## config.mk

```make
export PLATFORM = sky130hd
export DESIGN_NAME = pc_redirect_unit_flat
export DESIGN_NICKNAME = d
export VERILOG_FILES = /design/src/rtl/pc_redirect_unit_pkg.sv /design/src/rtl/pc_redirect_unit_if.sv /design/src/rtl/pc_redirect_unit_sat_counter.sv /design/src/rtl/pc_redirect_unit.sv /design/src/flat_wrapper.sv
export SDC_FILE = /design/constraint.sdc
export NUM_CORES = 1
export LEC_CHECK = 0
export CAP_MARGIN = 20
export CORE_MARGIN = 5
export CORE_UTILIZATION = 43
export DETAILED_ROUTE_END_ITERATION = 10
export PLACE_DENSITY = 0.86
export SYNTH_ARGS = -nofsm -noshare
export SYNTH_HDL_FRONTEND = slang
export SYNTH_SLANG_ARGS = --single-unit
export TNS_END_PERCENT = 20
```

## constraint.sdc

```tcl
create_clock -name clk -period 2.05 [get_ports clk]
set_input_delay 0.41 -clock clk [delete_from_list [all_inputs] [get_ports clk]]
set_output_delay 0.41 -clock clk [all_outputs]
set_load 0.05 [all_outputs]
```

## src/rtl/pc_redirect_unit_pkg.sv

```systemverilog
// Shared types and helpers for the fetch-stage PC redirect unit.
package pc_redirect_unit_pkg;

    typedef enum logic [1:0] {
        S_RUN     = 2'd0,
        S_SQUASH  = 2'd1,
        S_TRAP    = 2'd2,
        S_HALTED  = 2'd3
    } state_t;

    localparam int unsigned PC_INC = 4;

    // A redirect target must be word aligned and fit inside the PC width.
    function automatic logic is_legal_target(input logic [31:0] target, input int unsigned pc_w);
        return (target[1:0] == 2'b00) && ((target >> pc_w) == 32'd0);
    endfunction

endpackage

```

## src/rtl/pc_redirect_unit_if.sv

```systemverilog
// Branch-resolution inputs and fetch-control outputs of the PC redirect unit.
interface pc_redirect_unit_if #(
    parameter int unsigned PC_W  = 9,
    parameter int unsigned CNT_W = 16
);
    logic             PcSel;
    logic [31:0]      BrPC;
    logic             Stall;
    logic             Halt;
    logic             imem_ready;
    logic [PC_W-1:0]  Cur_PC;
    logic             Fetch_Valid;
    logic             Flush_IFID;
    logic             Flush_IDEX;
    logic             Trap;
    logic             Halted;
    logic [CNT_W-1:0] Redirect_Cnt;

    modport master (
        output PcSel, BrPC, Stall, Halt, imem_ready,
        input  Cur_PC, Fetch_Valid, Flush_IFID, Flush_IDEX, Trap, Halted, Redirect_Cnt
    );

    modport slave (
        input  PcSel, BrPC, Stall, Halt, imem_ready,
        output Cur_PC, Fetch_Valid, Flush_IFID, Flush_IDEX, Trap, Halted, Redirect_Cnt
    );
endinterface

```

## src/rtl/pc_redirect_unit_sat_counter.sv

```systemverilog
// Saturating up-counter with synchronous clear, used for redirect statistics.
module sat_counter #(
    parameter int unsigned CNT_W = 16
) (
    input  logic             clk,
    input  logic             reset,
    input  logic             inc,
    input  logic             clear,
    output logic [CNT_W-1:0] count
);

    always_ff @(posedge clk or negedge reset) begin
        if (!reset) begin
            count <= '0;
        end else if (clear) begin
            count <= '0;
        end else if (inc && (count != '1)) begin
            count <= count + 1'b1;
        end
    end

endmodule

```

## src/rtl/pc_redirect_unit.sv

```systemverilog
// Fetch PC owner: applies EX redirects, squashes wrong-path stages, holds on
// stall/imem busy, traps on illegal targets and counts taken redirects.
module pc_redirect_unit
    import pc_redirect_unit_pkg::*;
#(
    parameter int unsigned PC_W      = 9,
    parameter int unsigned RESET_PC  = 0,
    parameter int unsigned FLUSH_CYC = 2,
    parameter int unsigned CNT_W     = 16
) (
    input  logic              clk,
    input  logic              reset,
    pc_redirect_unit_if.slave bus
);

    localparam logic [1:0]      SQ_INIT = 2'(FLUSH_CYC - 1);
    localparam logic [PC_W-1:0] PC_RST  = PC_W'(RESET_PC);

    state_t          state_q, state_d;
    logic [1:0]      sq_q, sq_d;
    logic [PC_W-1:0] pc_q, pc_d;
    logic            valid_q, valid_d;
    logic            ifid_q, ifid_d;
    logic            idex_q, idex_d;
    logic            trap_q, trap_d;
    logic            halted_q, halted_d;
    logic            redirect;
    logic            advance;

    assign advance = !bus.Stall && bus.imem_ready;

    always_ff @(posedge clk or negedge reset) begin
        if (!reset) begin
            state_q  <= S_RUN;
            sq_q     <= '0;
            pc_q     <= PC_RST;
            valid_q  <= 1'b0;
            ifid_q   <= 1'b0;
            idex_q   <= 1'b0;
            trap_q   <= 1'b0;
            halted_q <= 1'b0;
        end else begin
            state_q  <= state_d;
            sq_q     <= sq_d;
            pc_q     <= pc_d;
            valid_q  <= valid_d;
            ifid_q   <= ifid_d;
            idex_q   <= idex_d;
            trap_q   <= trap_d;
            halted_q <= halted_d;
        end
    end

    always_comb begin
        state_d  = state_q;
        sq_d     = sq_q;
        pc_d     = pc_q;
        redirect = 1'b0;

        unique case (state_q)
            S_RUN: begin
                if (bus.PcSel && !is_legal_target(bus.BrPC, PC_W)) begin
                    state_d = S_TRAP;
                end else if (bus.PcSel) begin
                    redirect = 1'b1;
                    pc_d     = bus.BrPC[PC_W-1:0];
                    if (FLUSH_CYC > 1) begin
                        state_d = S_SQUASH;
                        sq_d    = SQ_INIT;
                    end
                end else if (bus.Halt) begin
                    state_d = S_HALTED;
                end else if (advance) begin
                    pc_d = pc_q + PC_W'(PC_INC);
                end
            end
            S_SQUASH: begin
                if (advance) begin
                    pc_d = pc_q + PC_W'(PC_INC);
                end
                sq_d = sq_q - 2'd1;
                if (sq_q == 2'd1) begin
                    state_d = S_RUN;
                end
            end
            default: begin
            end
        endcase

        // Outputs are registered, so they are derived from the next state;
        // IF/ID flush covers the redirect cycle plus every squash cycle.
        valid_d  = (state_d == S_RUN) || (state_d == S_SQUASH);
        ifid_d   = redirect || (state_q == S_SQUASH);
        idex_d   = redirect;
        trap_d   = (state_d == S_TRAP);
        halted_d = (state_d == S_HALTED);
    end

    sat_counter #(
        .CNT_W (CNT_W)
    ) u_redirect_cnt (
        .clk   (clk),
        .reset (reset),
        .inc   (redirect),
        .clear (1'b0),
        .count (bus.Redirect_Cnt)
    );

    assign bus.Cur_PC      = pc_q;
    assign bus.Fetch_Valid = valid_q;
    assign bus.Flush_IFID  = ifid_q;
    assign bus.Flush_IDEX  = idex_q;
    assign bus.Trap        = trap_q;
    assign bus.Halted      = halted_q;

endmodule
```

## src/flat_wrapper.sv

```systemverilog
// flat-port wrapper written by rule: the top's interface ports become plain ports
module pc_redirect_unit_flat import pc_redirect_unit_pkg::*;
#(
    parameter int unsigned PC_W      = 9,
    parameter int unsigned RESET_PC  = 0,
    parameter int unsigned FLUSH_CYC = 2,
    parameter int unsigned CNT_W     = 16
)
  (clk, reset, bus_PcSel, bus_BrPC, bus_Stall, bus_Halt, bus_imem_ready, bus_Cur_PC, bus_Fetch_Valid, bus_Flush_IFID, bus_Flush_IDEX, bus_Trap, bus_Halted, bus_Redirect_Cnt);
  pc_redirect_unit_if #(.PC_W(PC_W), .CNT_W(CNT_W)) bus_i ();
  input  logic clk;
  input  logic reset;
  input wire logic [$bits(bus_i.PcSel)-1:0] bus_PcSel;
  input wire logic [$bits(bus_i.BrPC)-1:0] bus_BrPC;
  input wire logic [$bits(bus_i.Stall)-1:0] bus_Stall;
  input wire logic [$bits(bus_i.Halt)-1:0] bus_Halt;
  input wire logic [$bits(bus_i.imem_ready)-1:0] bus_imem_ready;
  output wire logic [$bits(bus_i.Cur_PC)-1:0] bus_Cur_PC;
  output wire logic [$bits(bus_i.Fetch_Valid)-1:0] bus_Fetch_Valid;
  output wire logic [$bits(bus_i.Flush_IFID)-1:0] bus_Flush_IFID;
  output wire logic [$bits(bus_i.Flush_IDEX)-1:0] bus_Flush_IDEX;
  output wire logic [$bits(bus_i.Trap)-1:0] bus_Trap;
  output wire logic [$bits(bus_i.Halted)-1:0] bus_Halted;
  output wire logic [$bits(bus_i.Redirect_Cnt)-1:0] bus_Redirect_Cnt;
  assign bus_i.PcSel = bus_PcSel;
  assign bus_i.BrPC = bus_BrPC;
  assign bus_i.Stall = bus_Stall;
  assign bus_i.Halt = bus_Halt;
  assign bus_i.imem_ready = bus_imem_ready;
  assign bus_Cur_PC = bus_i.Cur_PC;
  assign bus_Fetch_Valid = bus_i.Fetch_Valid;
  assign bus_Flush_IFID = bus_i.Flush_IFID;
  assign bus_Flush_IDEX = bus_i.Flush_IDEX;
  assign bus_Trap = bus_i.Trap;
  assign bus_Halted = bus_i.Halted;
  assign bus_Redirect_Cnt = bus_i.Redirect_Cnt;
  pc_redirect_unit #(.PC_W(PC_W), .RESET_PC(RESET_PC), .FLUSH_CYC(FLUSH_CYC), .CNT_W(CNT_W)) u_core (.clk(clk), .reset(reset), .bus(bus_i));
endmodule
```

# After elaboration in Yosys (flattened, before gate mapping)
# Index checks and enable logic that the tools add are counted.
# word_totals
in_bits,38
regBits,34
output_inout_bits,30
# classes
reduce_logical,15
addsub,3
muxes,16
n_eq_ne,9
# op_table
cell,count
$mux 9,4
$logic_not 32->1,1
$pmux 9 s2,1
$add 16x1->16 const B,1
$ne 16x16->1 const B,1
$mux 2,6
$add 9x3->9 const B,1
$pmux 2 s2,2
$eq 2x1->1 const B,3
$logic_not 2->1,3
$reduce_and 3->1,2
$eq 2x2->1 const B,2
$logic_and 1x1->1,4
$ne 2x2->1 const B,2
$mux 1,3
$ne 3x3->1 const B,1
$logic_not 1->1,2
$logic_or 1x1->1,2
$reduce_bool 2->1,1
$sub 2x1->2 const B,1

# Depth between registers and ports, before layout
# Gate-level depths: netlist of the first run.
# logic_depth
ltp_word,8
mapped_depth,7
ltp_nobuf,6

# Modules after synthesis
# Synthesis of the first run repeated with hierarchy kept, for this count alone.
# hier_totals
hier_cells,231
area_unflattened_um2,2174.6
# modules_own_cells
mod,instances,area_each_um2,cells_each
pc_redirect_unit,1,1232.4,133
sat_counter,1,942.2,98

# Worst setup path after synthesis of the first run
# No wires, ideal clock.
# synth_path
path_kind,input to register
from,input port bus_BrPC[19]
to,register u_core.u_redirect_cnt.count[1]
t_arrival_ps,1845
setup_slack_ps,78
path_stages,4
path_buffers,0
cell_sequence,or4_1 -> nor4_4 -> nand2_2 -> mux2_1
# synth_between
elab_chain_cells,7
# synth_lines
element,line_no,text
"start, declared",flat_wrapper.sv:14,input wire logic [$bits(bus_i.BrPC)-1:0] bus_BrPC;
$logic_not 32->1,pc_redirect_unit_pkg.sv:15,return (target[1:0] == 2'b00) && ((target >> pc_w) == 32'd0);
$logic_and 1x1->1,pc_redirect_unit_pkg.sv:15,
$logic_not 1->1,pc_redirect_unit.sv:62,"if (bus.PcSel && !is_legal_target(bus.BrPC, PC_W)) begin"
$logic_and 1x1->1,pc_redirect_unit.sv:62,
$mux 1,pc_redirect_unit.sv:62,
$mux 1,pc_redirect_unit.sv:60,unique case (state_q)
$logic_and 1x1->1,pc_redirect_unit_sat_counter.sv:17,end else if (inc && (count != '1)) begin
"end signal, assigned",pc_redirect_unit_sat_counter.sv:18,count <= count + 1'b1;
"end, declared",pc_redirect_unit_sat_counter.sv:9,output logic [CNT_W-1:0] count
# Every way passes these cells.
# A chain may end at the register's enable or synchronous reset.

# Worst setup path after layout of the first run
# layout_path
from,input port bus_BrPC[9]
to,register u_core.u_redirect_cnt.count[15]
# The elaborated chain is that of the path after synthesis.

==> results of run 1 <==
==> worst max path at each step <==
stage | cells past startpoint | endpoint | from
2_1_floorplan | 4 | u_core.u_redirect_cnt.count[1] | bus_BrPC[19]
3_5_place_dp | 6 | u_core.u_redirect_cnt.count[1] | bus_BrPC[19]
3_3_place_gp | 6 | u_core.u_redirect_cnt.count[1] | bus_BrPC[19]
4_1_cts | 7 | u_core.u_redirect_cnt.count[1] | bus_BrPC[1]
5_1_grt | 8 | u_core.u_redirect_cnt.count[14] | bus_BrPC[27]
6_report | 7 | u_core.u_redirect_cnt.count[15] | bus_BrPC[9]
==> kinds of logic after synthesis <==
logic type,Yosys count
buf+inv,8
mux,1
xor+xnor,15
fa+ha+maj,3
simple gates,75
compound gates,30
flops,34
==> through the flow <==
stage | worst slack (ns) | setup TNS (ns) | area [um^2] | utilization, % | cells
after global placement | -0.3486 | -7.604 | 2507 | 63.60 | 291
final | 0.05625 | 0 | 2818 | 71.47 | 304
after floorplan | 0.07750 | 0 | 1713 | - | 166
after global routing | -0.04781 | -0.2318 | 2818 | 71.47 | 304
after CTS | 0.003592 | 0 | 2650 | 67.22 | 299
after detailed placement | -0.3605 | -8.244 | 2507 | 63.60 | 291
==> power by group through the flow <==
stage | Clock [mW] | Sequential [mW] | Combinational [mW]
6_report | 0.618 | 0.719 | 0.263
5_1_grt | 0.660 | 0.722 | 0.280
4_1_cts | 0.630 | 0.717 | 0.254
3_5_place_dp | 0 | 0.729 | 0.248
3_3_place_gp | 0 | 0.729 | 0.244
2_1_floorplan | 0 | 0.792 | 0.0432
==> cells in the mapped netlist <==
cell type  count  area, um^2
ha_1           3       37.54
xnor2_1       14       122.6
buf_2          1       5.000
a21o_1         2       15.01
a21boi_0       1       7.510
dfrtp_1       34       850.8
nor4_1         5       31.28
or3_1          1       6.260
and3_1         5       31.28
o21ai_0        5       25.02
a21oi_1       10       50.05
and4_1         6       52.55
or2_2          1       6.260
a22o_1         1       8.760
o41ai_2        1       16.27
xor2_1         1       8.760
o22ai_1        4       25.02
and2_1         2       12.51
nor4_4         1       21.27
nand2b_1       3       18.77
and4b_1        1       10.01
inv_1          4       15.01
nand4_1        3       18.77
nand2_2        1       6.260
nand3_1       15       75.07
or4_1          1       7.510
nor2b_1        4       25.02
a2bb2oi_1      6       52.55
nor2_1         6       22.52
nor4b_2        1       15.01
clkbuf_1       2       7.510
nand2_1       16       60.06
buf_6          1       11.26
mux2_1         1       11.26
nand4_2        1       12.51
nor3_1         2       10.01
==> routing by layer <==
layer,global-route usage (%),vias to the layer above
li1,-,777
met5,0,-
met4,5.738,0
met1,21.87,780
met2,30.78,50
met3,4.132,10
==> layout by cell type, fill, tap and decap left out, types with 5 or more instances in the layout <==
cell / instances
nand2_1: 15
nor2_1: 5
dlymetal6s2s_1: 11
xnor2_1: 14
and3_1: 5
clkbuf_8: 5
dfrtp_1: 34
and4_1: 6
clkdlybuf4s50_1: 54
buf_4: 16
a21oi_1: 7
nand3_1: 15
==> area by class of cell <==
cell class / count / share of cell area (%)
clock inverter: 3 / 1.599
sequential: 34 / 30.20
timing repair buffer: 84 / 29.31
inverter: 4 / 0.5329
tap: 50 / 2.220
multi-input combinational: 124 / 33.70
clock buffer: 5 / 2.442
==> timing repair <==
action                                  in CTS  in global routing
pin swaps                                    1                 13
gates resized for setup                      5                 31
gates cloned                                 0                  1
endpoints found under the setup margin      14                 22
buffers inserted                             0                  4
==> state kept, by name, indices dropped and copies added, names as in the netlist <==
register / count
u_core.sq_q: 2
u_core.bus.Flush_IFID: 1
u_core.state_q: 2
u_core.bus.Flush_IDEX: 1
u_core.bus.Halted: 1
u_core.bus.Fetch_Valid: 1
u_core.u_redirect_cnt.count: 16
u_core.bus.Cur_PC: 9
u_core.bus.Trap: 1
==> summary.md, run 1 <==
| Metric | Value |
|---|---|
| Sequential Power Share | `44.9%` |
| Reg2Reg Depth | `6` |
| Pleak | `1.311 nW` |
| Pwr dens | `567.6 nW/um^2` |
| Power Internal | `1.180 mW` |
| Die Width | `73.12 um` |
| CTS Hold Bufs | `0` |
| Diode count | `0` |
| Yosys warning count | `0` |
| Synth unique cells | `36` |
| Post-Synth Adder-Cell Area | `2.191%` |
| Overall global routing resource usage | `17.85%` |
| Top Metal Used | `met4` |
| Rows | `23` |
| Final WL | `4.671 mm` |
| Floorplan Core Area | `3943 um^2` |
| CTS tree | `built` |
| Clock share of power | `38.6%` |
| Number of buffers added on ports | `67` |
| Met2 WL | `2.361 mm` |
| DP Wirelength | `3.274 mm` |
| Avg Cell Area, Syn | `10.32 um^2` |
| HP Start | `u_core.sq_q[0]` |
| Worst slew margin | `60.91%` |
| Compound-Gate Fraction of Synth Area | `11.69%` |
| Required @ worst endpoint | `2.23 ns` |
| Initial DRT Pass Iterations | `4` |
| Drt drc | `0` |
| Die ar. | `5346 um^2` |
| Metal3 WL | `244 um` |
| Gr ovfl total | `0` |
| Layout cells sized above 1 | `19.29%` |
| Critical-path top delay cell | `clkdlybuf4s50_1` |
| CP bufs+invs | `2` |
| Top delay family on crit path | `simple AND/OR/NAND/NOR gates` |
| Period utilization | `97.26%` |
| FF-to-FF Start | `u_core.state_q[1]` |
| Gp weighted congestion | `0.8408` |
| Clock Path Buffers | `2` |
| Final Max Slew Viols | `0` |
| Max Cap Viol | `0` |
| Post-Synth Simple-Gate Area | `25.86%` |
| Final hold vios | `0` |
| Root Buffer Master | `clkbuf_8` |
| Clock Skews | `0.006265 ns` |
| Xor and xnor area share after synthesis | `7.670%` |
| Final hold slack | `0.4798 ns` |
| Nets | `294` |
| Net count after synthesis | `207` |
| WS Path Type | `input port to register` |
| Via count | `1617` |
| Largest net degree at the start of global routing | `35` |
| Delay of the slowest critical-path stage | `0.45 ns` |
| Post-route ant nets | `0` |
| Multi-input logic area | `949.7 um^2` |
| Share of the yosys chip area belonging to registers | `49.67%` |
| Cell area after synthesis | `1713 um^2` |
| Clock sinks | `34` |
| CP Launch Type | `input port` |
| First DRT Iteration DRCs | `135` |
| Share of total power in combinational logic | `16.4%` |
| Vias per inst | `5.319` |
| Mux contribution to synthesized area | `0.6574%` |
| Synthesis-to-layout area growth | `64.50%` |
| WL/cell | `15.37 um` |
| Seq. cell area | `850.8 um^2` |
| H-tree level count | `2` |
| Hold WC Path Type | `register to register` |
| Met1 WL | `1.974 mm` |
| Worst-Skew Late Latency | `0.29 ns` |
| Worst Tran Pin Value | `0.5850 ns` |
| CTS buffer count | `5` |
| Fillers | `286` |
| CP arrival | `2.17 ns` |
| Main combinational cell family by area after synthesis | `simple AND/OR/NAND/NOR gates` |
| WHS Path Cells | `1` |
| # IOs | `68` |
| Total chip power | `1.599 mW` |
| P_sw | `0.4188 mW` |
| Setup violators final | `0` |
| CP Cell Sequence | `clkdlybuf4s50_1, nor4_4, nand4_4, buf_4, nor4_1, nand3_1, xnor2_1` |
| Die Span Y | `73.12 um` |
| Critical path peak fanout | `4` |
| Flop and latch count out of synthesis | `34` |
| R2R Path End | `u_core.u_redirect_cnt.count[14]` |
| F_max | `501.6 MHz` |
| Net Sw Frac | `26.19%` |
| Cells after Synth | `166` |
| Vias in the first global route | `1607` |
| Crit end category | `register` |
| Peak supply drop | `0.4134 mV` |
| Initial antenna violation count | `0` |
| WHS Endpoint | `u_core.sq_q[0]` |
| R2r setup slk | `0.20 ns` |
| Fin crit period | `1.994 ns` |
| Initial Utilization | `43.45%` |
| Status | `completed` |
| First-pass GRT wire length | `7.548 mm` |
| Reg clk slew, reported paths | `0.08 ns` |
No activity file was read; power rests on OpenSTA's default activity.
==> inputs of run 2 (changes only) <==
--- a/config.mk
+++ b/config.mk
@@ -5,7 +5,6 @@
 export SDC_FILE = /design/constraint.sdc
 export NUM_CORES = 1
 export LEC_CHECK = 0
-export CAP_MARGIN = 20
 export CORE_MARGIN = 5
 export CORE_UTILIZATION = 43
 export DETAILED_ROUTE_END_ITERATION = 10
==> results of run 2 <==
The final DEF is identical to that of run 1; final timing and power are the same.
==> inputs of run 3 (changes only) <==
==> constraint.sdc (replaced) <==
create_clock -name clk -period 2.05 [get_ports clk]
set_input_delay 0.5125 -clock clk [delete_from_list [all_inputs] [get_ports clk]]
set_output_delay 0.5125 -clock clk [all_outputs]
set_load 0.05 [all_outputs]
==> summary.md, run 3 (synthesis gave the netlist of run 1 again) <==
| Metric | Value |
|---|---|
| CTS tree | `built` |
| Total chip power | `1.737 mW (+8.6%)` |
| Via count | `1655 (+2.4%)` |
| Initial Utilization | `43.45% (unchanged)` |
| Failing checks | `setup timing` |
| Met2 WL | `2.699 mm (+14%)` |
| Drt drc | `0 (unchanged)` |
| Number of buffers added on ports | `67 (unchanged)` |
| Floorplan Core Area | `3943 um^2 (unchanged)` |
| Fin crit period | `2.050 ns (+0.05652 ns)` |
| Largest net degree at the start of global routing | `35 (unchanged)` |
| Setup violators final | `1 (+1)` |
| Final Cell Area | `2844 um^2 (+0.93%)` |
| Gp weighted congestion | `0.8261 (-1.7%)` |
| Overall global routing resource usage | `19.28% (+1.4 points)` |
| Reg clk slew, reported paths | `0.07 ns (about the same)` |
| Pre-CTS setup slack | `-0.4699 ns (-0.1094 ns)` |
| CP Launch Type | `input port` |
| Clock sinks | `34 (unchanged)` |
| Die Span Y | `73.12 um (unchanged)` |
| Critical path peak fanout | `6 (+2)` |
| Commonest non-fill, non-tap cell in the layout | `buf_4` |
| Diode count | `0 (unchanged)` |
| Pleak | `1.398 nW (+6.7%)` |
| WS Path Type | `input port to register` |
| Net Sw Frac | `23.74% (-2.5 points)` |
| Metal3 WL | `298 um (+22%)` |
| Post-route ant nets | `0 (unchanged)` |
| Cell count after placement | `293 (+0.69%)` |
| Final hold vios | `0 (unchanged)` |
| Rows | `23 (unchanged)` |
| Final setup margin | `-0.0002682 ns (-0.05652 ns)` |
| Final Max Slew Viols | `0 (unchanged)` |
| F_max | `487.7 MHz (-2.8%)` |
| Hold WC Path Type | `register to register` |
| Top reg by flops | `u_core.u_redirect_cnt.count` |
| Synthesis-to-layout area growth | `66.03%` |
| Vias in the first global route | `1727 (+7.5%)` |
| DP Wirelength | `3.355 mm (+2.5%)` |
| Fillers | `288 (+0.70%)` |
| Period utilization | `100.0% (+2.8 points)` |
| Nets | `299 (+1.7%)` |
| Share of total power in combinational logic | `14.5% (-1.9 points)` |
| Commonest non-fill, non-tap cells in the layout | `38 x buf_4, 34 x dfrtp_1, 25 x clkdlybuf4s50_1` |
| CP arrival | `2.22 ns (+0.05 ns)` |
| Gr ovfl total | `0 (unchanged)` |
| CTS buffer count | `5 (unchanged)` |
| Clock Path Buffers | `2 (unchanged)` |
| First-pass GRT wire length | `8.052 mm (+6.7%)` |
| Initial antenna violation count | `0 (unchanged)` |
| Final Util | `72.14% (+0.67 points)` |
| Vias per inst | `5.356 (+0.69%)` |
| Clock Skews | `0.005879 ns (-0.0003861 ns)` |
| Root Buffer Master | `clkbuf_8` |
| H-tree level count | `2 (unchanged)` |
| Max reg flops | `16 (unchanged)` |
| Worst-Skew Late Latency | `0.29 ns (about the same)` |
| Clock share of power | `44.1% (+5.5 points)` |
| WL/cell | `16.29 um (+6.0%)` |
| Die Width | `73.12 um (unchanged)` |
| Die ar. | `5346 um^2 (unchanged)` |
| First DRT Iteration DRCs | `158 (+17%)` |
| Met1 WL | `1.983 mm (+0.46%)` |
| P_sw | `0.4124 mW (-1.5%)` |
| Pwr dens | `610.9 nW/um^2 (+7.6%)` |
| Peak supply drop | `0.5399 mV (+31%)` |
| Top Metal Used | `met4` |
| Worst Tran Pin Value | `0.5239 ns (-0.06111 ns)` |
| # IOs | `68 (unchanged)` |
| Accumulated negative setup slack | `-0.0002682 ns (-0.0002682 ns)` |
| Cell Count, Final, Fillers Out | `309 (+1.6%)` |
| Max Cap Viol | `0 (unchanged)` |
| Worst slew margin | `65.00% (+4.1 points)` |
| Final hold slack | `0.4859 ns (+0.006109 ns)` |
| Dpl cell area | `2480 um^2 (-1.1%)` |
| Layout cells sized above 1 | `28.57% (+9.3 points)` |
| Status | `finished with violations` |
| Required @ worst endpoint | `2.22 ns (about the same)` |
| Sequential Power Share | `41.4% (-3.5 points)` |
| Crit end category | `register` |
| CTS Hold Bufs | `0 (unchanged)` |
| Power Internal | `1.325 mW (+12%)` |
| Final WL | `5.033 mm (+7.7%)` |
| Initial DRT Pass Iterations | `4 (unchanged)` |
-- run 3: cell count changes in the layout (fill, tap and decap cells not counted), sizes merged, moves of 2 or more --
cell,before,now
clkinvlp,2,0
clkdlybuf4s50,54,25
clkdlybuf4s15,0,2
buf,19,41
dlymetal6s2s,11,8
dlygate4sd2,0,13
-- run 3: path summary, 6_finish.rpt --
check	to	startpoint	depth (start not counted)	slack (ns)
max	u_core.u_redirect_cnt.count[14]	bus_BrPC[25]	9	-0.0003
min	u_core.u_redirect_cnt.count[3]	u_core.u_redirect_cnt.count[3]	1	0.49
max reg2reg	u_core.u_redirect_cnt.count[10]	u_core.u_redirect_cnt.count[0]	5	0.26
min reg2reg	u_core.u_redirect_cnt.count[3]	u_core.u_redirect_cnt.count[3]	1	0.49
max in group asynchronous	u_core.bus.Cur_PC[3]	reset	2	1.10
min in group asynchronous	u_core.u_redirect_cnt.count[7]	reset	2	0.64
-- run 3: final cells by class --
| cell class | instances | area (um^2) | share of cell area [%] |
|---|---|---|---|
| multi-input cells | 124 | 969.7 | 34.10 |
| flip-flops and latches | 34 | 850.8 | 29.92 |
| clock inverters | 2 | 60.06 | 2.112 |
| well taps | 50 | 62.56 | 2.200 |
| clock buffers | 6 | 82.58 | 2.904 |
| repair buffers | 89 | 803.3 | 28.24 |
| inverters | 4 | 15.01 | 0.5279 |
-- run 3: metal layers --
layer	up-vias	track usage, %
li1	792	-
met1	792	23.67
met2	65	33.96
met3	6	3.994
met4	0	5.328
met5	-	0
-- run 3: worst max-delay path: stages --
cell and delay (ns):
clkdlybuf4s50_1 0.43, nor4_2 0.20, nand2_2 0.17, nor4_4 0.31, buf_6 0.16, buf_4 0.10, buf_4 0.11, nand3_4 0.07
xnor2_2 0.16
-- run 3: repair_timing --
| action | 4_1_cts | 5_1_grt |
|---|---|---|
| gates resized for setup | 38 | 18 |
| pin swaps | 15 | 11 |
| gates cloned | 1 | 0 |
| endpoints found under the setup margin | 27 | 29 |
| buffers inserted | 4 | 4 |
-- run 3: power by group through the flow --
stage / logic [mW] / clock network, mW / registers [mW]
after floorplan: 0.0432 / 0 / 0.792
after CTS: 0.250 / 0.768 / 0.718
after global placement: 0.242 / 0 / 0.729
after global routing: 0.269 / 0.805 / 0.723
final: 0.251 / 0.767 / 0.719
after detailed placement: 0.247 / 0 / 0.730
